File: config.mk
export PLATFORM = sky130hd
export DESIGN_NAME = lcd1602_seq
export DESIGN_NICKNAME = d
export VERILOG_FILES = /design/src/rtl/lcd1602_pkg.sv /design/src/rtl/lcd1602_delay_cnt.sv /design/src/rtl/lcd1602_seq.sv
export SDC_FILE = /design/constraint.sdc
export NUM_CORES = 1
export LEC_CHECK = 0
export ABC_AREA = 1
export CORE_ASPECT_RATIO = 1.25
export CORE_MARGIN = 3
export CORE_UTILIZATION = 56
export DETAILED_ROUTE_END_ITERATION = 6
export MAX_ROUTING_LAYER = met4
export PLACE_DENSITY = 0.8
export SLEW_MARGIN = 20
export SYNTH_ARGS = -nofsm -noshare
export SYNTH_HDL_FRONTEND = slang
export SYNTH_SLANG_ARGS = --single-unit
File: constraint.sdc
create_clock -name clk -period 1.7 [get_ports clk]
set_input_delay 0.34 -clock clk [delete_from_list [all_inputs] [get_ports clk]]
set_output_delay 0.34 -clock clk [all_outputs]
set_load 0.05 [all_outputs]
File: src/rtl/lcd1602_pkg.sv
// lcd1602_pkg: shared states, init command table and clear/home detection for lcd1602_seq.
package lcd1602_pkg;
  typedef enum logic [2:0] {PWRUP, INIT_LOAD, IDLE, SETUP, EN_HI, HOLD, WAIT} state_t;
  localparam logic [7:0] CMD_CLEAR = 8'h01;
  localparam logic [7:0] CMD_HOME = 8'h02;
`ifdef LCD1602_SEQ_INIT_EN
  localparam int INIT_LEN = 4;
  localparam logic [INIT_LEN-1:0][7:0] INIT_ROM = {8'h01, 8'h06, 8'h0C, 8'h38};
`endif
  function automatic int cnt_width(input int a, input int b, input int c, input int d);
    int m;
    m = a > b ? a : b;
    m = m > c ? m : c;
    m = m > d ? m : d;
    return m < 2 ? 1 : $clog2(m + 1);
  endfunction
  // home ignores bit 0, so 0x02 and 0x03 both take the long wait
  function automatic logic is_slow_cmd(input logic rs, input logic [7:0] d);
    return !rs && (d == CMD_CLEAR || d[7:1] == CMD_HOME[7:1]);
  endfunction
endpackage

File: src/rtl/lcd1602_delay_cnt.sv
// lcd1602_delay_cnt: reloadable down-counter; done marks the last cycle of a loaded interval.
module lcd1602_delay_cnt #(
  parameter int W = 8
) (
  input  logic         clk,
  input  logic         rst_n,
  input  logic         start,
  input  logic [W-1:0] load,
  output logic         done,
  output logic         idle
);
  logic [W-1:0] cnt;
  always_ff @(posedge clk or negedge rst_n)
    if (!rst_n) cnt <= '0;
    else if (start) cnt <= load;
    else if (cnt != '0) cnt <= cnt - 1'b1;
  assign done = cnt == W'(1);
  assign idle = cnt == '0;
endmodule

File: src/rtl/lcd1602_seq.sv
// lcd1602_seq: HD44780/1602 write sequencer with enable pulse and settle timing.
// Define LCD1602_SEQ_INIT_EN to add the power-up wait and built-in init command sequence.
module lcd1602_seq import lcd1602_pkg::*; #(
  parameter int EN_HIGH_CYC  = 16,
  parameter int CMD_WAIT_CYC = 2000,
  parameter int CLR_WAIT_CYC = 80000,
  parameter int PWRUP_CYC    = 750000
) (
  input  logic       clk,
  input  logic       rst_n,
  input  logic       req,
  input  logic       rs_in,
  input  logic [7:0] data_in,
  output logic       ack,
  output logic       busy,
  output logic       init_done,
  output logic       lcd_rs,
  output logic       lcd_rw,
  output logic       lcd_en,
  output logic [7:0] lcd_data
);
  localparam int W = cnt_width(EN_HIGH_CYC, CMD_WAIT_CYC, CLR_WAIT_CYC, PWRUP_CYC);
  state_t state;
  logic dly_start, dly_done, dly_idle;
  logic [W-1:0] dly_load;
`ifdef LCD1602_SEQ_INIT_EN
  logic [1:0] idx;
`endif
  // PWRUP arms itself on its first cycle, so it spans PWRUP_CYC cycles in total
  always_comb begin
    dly_start = (state == PWRUP && dly_idle) || state == SETUP || state == HOLD;
    dly_load = state == PWRUP ? W'(PWRUP_CYC - 1) :
               state == SETUP ? W'(EN_HIGH_CYC) :
               is_slow_cmd(lcd_rs, lcd_data) ? W'(CLR_WAIT_CYC) : W'(CMD_WAIT_CYC);
  end
  lcd1602_delay_cnt #(.W(W)) u_dly (
    .clk(clk), .rst_n(rst_n), .start(dly_start), .load(dly_load), .done(dly_done), .idle(dly_idle)
  );
  always_ff @(posedge clk or negedge rst_n) begin
    if (!rst_n) begin
`ifdef LCD1602_SEQ_INIT_EN
      state <= PWRUP;
      idx <= '0;
`else
      state <= IDLE;
`endif
      ack <= 1'b0;
      init_done <= 1'b0;
      lcd_en <= 1'b0;
      lcd_rs <= 1'b0;
      lcd_data <= '0;
    end else begin
      ack <= 1'b0;
`ifndef LCD1602_SEQ_INIT_EN
      init_done <= 1'b1;
`endif
      case (state)
`ifdef LCD1602_SEQ_INIT_EN
        PWRUP: if (dly_done) state <= INIT_LOAD;
        INIT_LOAD: begin
          lcd_rs <= 1'b0;
          lcd_data <= INIT_ROM[idx];
          state <= SETUP;
        end
`endif
        IDLE: if (req && init_done) begin
          ack <= 1'b1;
          lcd_rs <= rs_in;
          lcd_data <= data_in;
          state <= SETUP;
        end
        SETUP: begin
          lcd_en <= 1'b1;
          state <= EN_HI;
        end
        EN_HI: if (dly_done) begin
          lcd_en <= 1'b0;
          state <= HOLD;
        end
        HOLD: state <= WAIT;
        WAIT: if (dly_done) begin
`ifdef LCD1602_SEQ_INIT_EN
          if (init_done) state <= IDLE;
          else if (idx == 2'(INIT_LEN - 1)) begin
            init_done <= 1'b1;
            state <= IDLE;
          end else begin
            idx <= idx + 2'd1;
            state <= INIT_LOAD;
          end
`else
          state <= IDLE;
`endif
        end
        default: state <= IDLE;
      endcase
    end
  end
  assign busy = state != IDLE;
  assign lcd_rw = 1'b0;
endmodule

==> summary.md <==
| Metric | Value |
|---|---|
| Sw Ratio | `21.8%` |
| Row cnt | `24` |
| GRT Resource Usage Total | `23.4%` |
| Die area | `4650 sq um` |
| Yosys cell types | `34` |
| Net count, final | `321` |
| Commonest cells after routing, fill and taps aside | `nand2_1, dfrtp_1, nor2_1` |
| Initial DRC Count | `87` |
| DRT antenna net count | `0` |
| Arrival @ worst endpoint | `1.31 ns` |
| Cell area after synthesis | `2160 sq um` |
| Synthesis-to-layout area growth | `23.7%` |
| Setup TNS | `0 ns` |
| Register area share after synthesis | `40.6%` |
| Core area | `3600 sq um` |
| Initial antenna violation count | `0` |
| Hold buffers post-CTS | `0` |
| Finish-stage setup viols | `0` |
| Max_cap viols | `0` |
| Root buffer cell | `clkbuf_8` |
| Syn Inst Count | `approximately 260` |
| Total CTS buffers | `5` |
| Fillcell total | `295` |
| Crit end category | `output port` |
| Die height | `75.5 um` |
| Number of synthesis warnings | `0` |
| Gr busiest metal | `met2` |
| Flop and latch count out of synthesis | `35` |
| Final Routed Wirelength | `4700 um` |
| Combinational share of power | `4.1%` |
| Clk pwr share | `39.1%` |
| Wire per inst | `approximately 14 um` |
| Power Dens Cells | `549 nW/um^2` |
| Total grt overflow | `0` |
| DRT Pass-1 Iters | `4` |
| Layout cell share with drive strength beyond 1 | `28.0%` |
| Met3 Use GR | `4.07%` |
| Max Freq | `between 600 and 700 MHz` |
| TritonCTS clock tree | `yes` |
| Max-slew violations | `0` |
| Met2 GRT Util | `44.2%` |
| Register share of total power | `a little under three fifths` |
| Vias per Instance | `5.41` |
| R2R setup slack | `0.06 ns` |
| Type of origin of the critical path | `register` |
| Hold Vio Cnt, Final | `0` |
| Port Buffers | `24` |
| Worst endpoint required time | `1.36 ns` |
| Via count | `1871` |
| Clock slew at reported path FFs | `around 0.070 ns` |
| Min Hold Slack | `0.421 ns` |
| P_int | `1.15 mW` |
| Run status | `finished clean` |
| Period Utilization, post-route | `between 90 and 100%` |
| Die span in x | `61.6 um` |
| Worst-Skew Late Latency | `0.29 ns` |
| Min Tclk post-route | `1.65 ns` |
| Hold Crit Class | `primary input to asynchronous set/reset pin` |
| Sw Pwr | `320 uW` |
| Final HPWL DP | `3470 um` |
| Most common cell after layout, fill and taps aside | `nand2_1` |
| Syn_nets | `~270` |
| Largest net degree at the start of global routing | `36` |
| ANT cells | `0` |
| Starting density of the core | `60.0%` |
| Leakage power | `1.59 nW` |
| Syn avg cell area | `about 8.3 sq um` |
| First-pass GRT wire length | `7690 um` |
| Clock sinks | `35` |
| Met1 GRT Util | `23.1%` |
| Clock Skew | `approximately 0.0044 ns` |
| Maximum vdd drop | `408 uV` |
| Worst-path fanout max | `3` |
| IO Pins | `26` |
| WS Path Type | `register to output port` |
| Clk buf depth | `2` |
| Final GP Congestion | `0.900` |
| Vias in the first global route | `1742` |
| H-tree depth | `2` |
| Drt drc | `0` |
==> stage by stage <==
stage	power [mW]	setup WS, ns	area (sq um)	instances	utilization [%]
CTS	1.49	0.00373	2570	337	71.3
detailed placement	0.912	-0.0309	2480	329	68.9
global route	1.52	-0.0177	2680	346	74.2
global placement	0.910	0.0456	2480	329	68.9
finish	1.47	0.0459	2680	346	74.2
floorplan	0.864	0.00739	2160	259	-
==> cell families after synthesis <==
| group | Yosys count | share of synthesized area [%] |
|---|---|---|
| other cells | 2 | 0.347 |
| compound gates | 22 | 5.56 |
| fa+ha+maj | 3 | 1.74 |
| buf+inv | 33 | 6.42 |
| simple gates | 147 | 37.4 |
| xor+xnor | 8 | 3.24 |
| mux | 9 | 4.69 |
| flops | 35 | 40.6 |
==> final timing paths <==
check,startpoint,end,depth (start not counted)
hold / removal,rst_n,init_done$_DFF_PN0_,2
max in group asynchronous,rst_n,state[1]$_DFFE_PN1P_,2
min in group clk,lcd_en$_DFFE_PN0P_,lcd_en$_DFFE_PN0P_,2
hold reg to reg,lcd_en$_DFFE_PN0P_,lcd_en$_DFFE_PN0P_,2
setup reg to reg,state[1]$_DFFE_PN1P_,lcd_data[7]$_DFFE_PN0P_,6
setup / recovery,state[1]$_DFFE_PN1P_,busy,4
==> cell usage after synthesis (all sizes together) <==
master,n,area (sq um)
o21ai,5,25.0
nand3b,4,30.0
nor2,46,280
xnor2,4,35.0
dfrtp,34,851
a21boi,1,7.51
ha,3,37.5
buf,2,15.0
conb,2,7.51
clkinv,1,8.76
o211ai,3,22.5
nor3b,1,12.5
nor3,2,15.0
nand2,61,254
a21oi,13,65.1
mux2,9,101
nand4,4,40.0
inv,30,115
and2,2,12.5
xor2,4,35.0
dfstp,1,26.3
nand3,27,165
==> metal layers <==
layer	vias to the layer above	part of all wire, %
li1	919	-
met1	892	38
met2	47	54
met3	13	4.4
met4	0	2.8
met5	-	0
==> power groups by stage <==
| stage | combinational [mW] | sequential [mW] | clock (mW) |
|---|---|---|---|
| finish | 0.0602 | 0.835 | 0.575 |
| global route | 0.0659 | 0.834 | 0.624 |
| CTS | 0.0618 | 0.835 | 0.591 |
| detailed placement | 0.0616 | 0.850 | 0 |
| global placement | 0.0602 | 0.850 | 0 |
| floorplan | 0.00922 | 0.855 | 0 |
==> critical path, stage by stage, from the launching register on <==
cell and delay [ns]:
dfstp_2 0.55, nand2_1 0.07, nor2_2 0.16, inv_2 0.09, buf_6 0.16
==> sequential cells by signal, summed over array words and instances (netlist names) <==
name and count:
lcd_data 8, ack 1, lcd_en 1, state 3
lcd_rs 1, init_done 1, u_dly.cnt 20
==> final cells by class <==
class | count | area (sq um) | area share [%]
multi-input combinational | 191 | 1170 | 43.7
sequential | 35 | 877 | 32.8
inverter | 31 | 126 | 4.72
clock buffer | 7 | 76.3 | 2.85
timing repair buffer | 42 | 372 | 13.9
tap | 39 | 48.8 | 1.82
clock inverter | 1 | 5.00 | 0.187
==> repair_timing <==
item	4_1_cts	5_1_grt
pin swaps	1	5
setup buffers	0	9
setup endpoints to repair	2	16
resized for setup	3	9
Power figures use the tool's default switching activity.
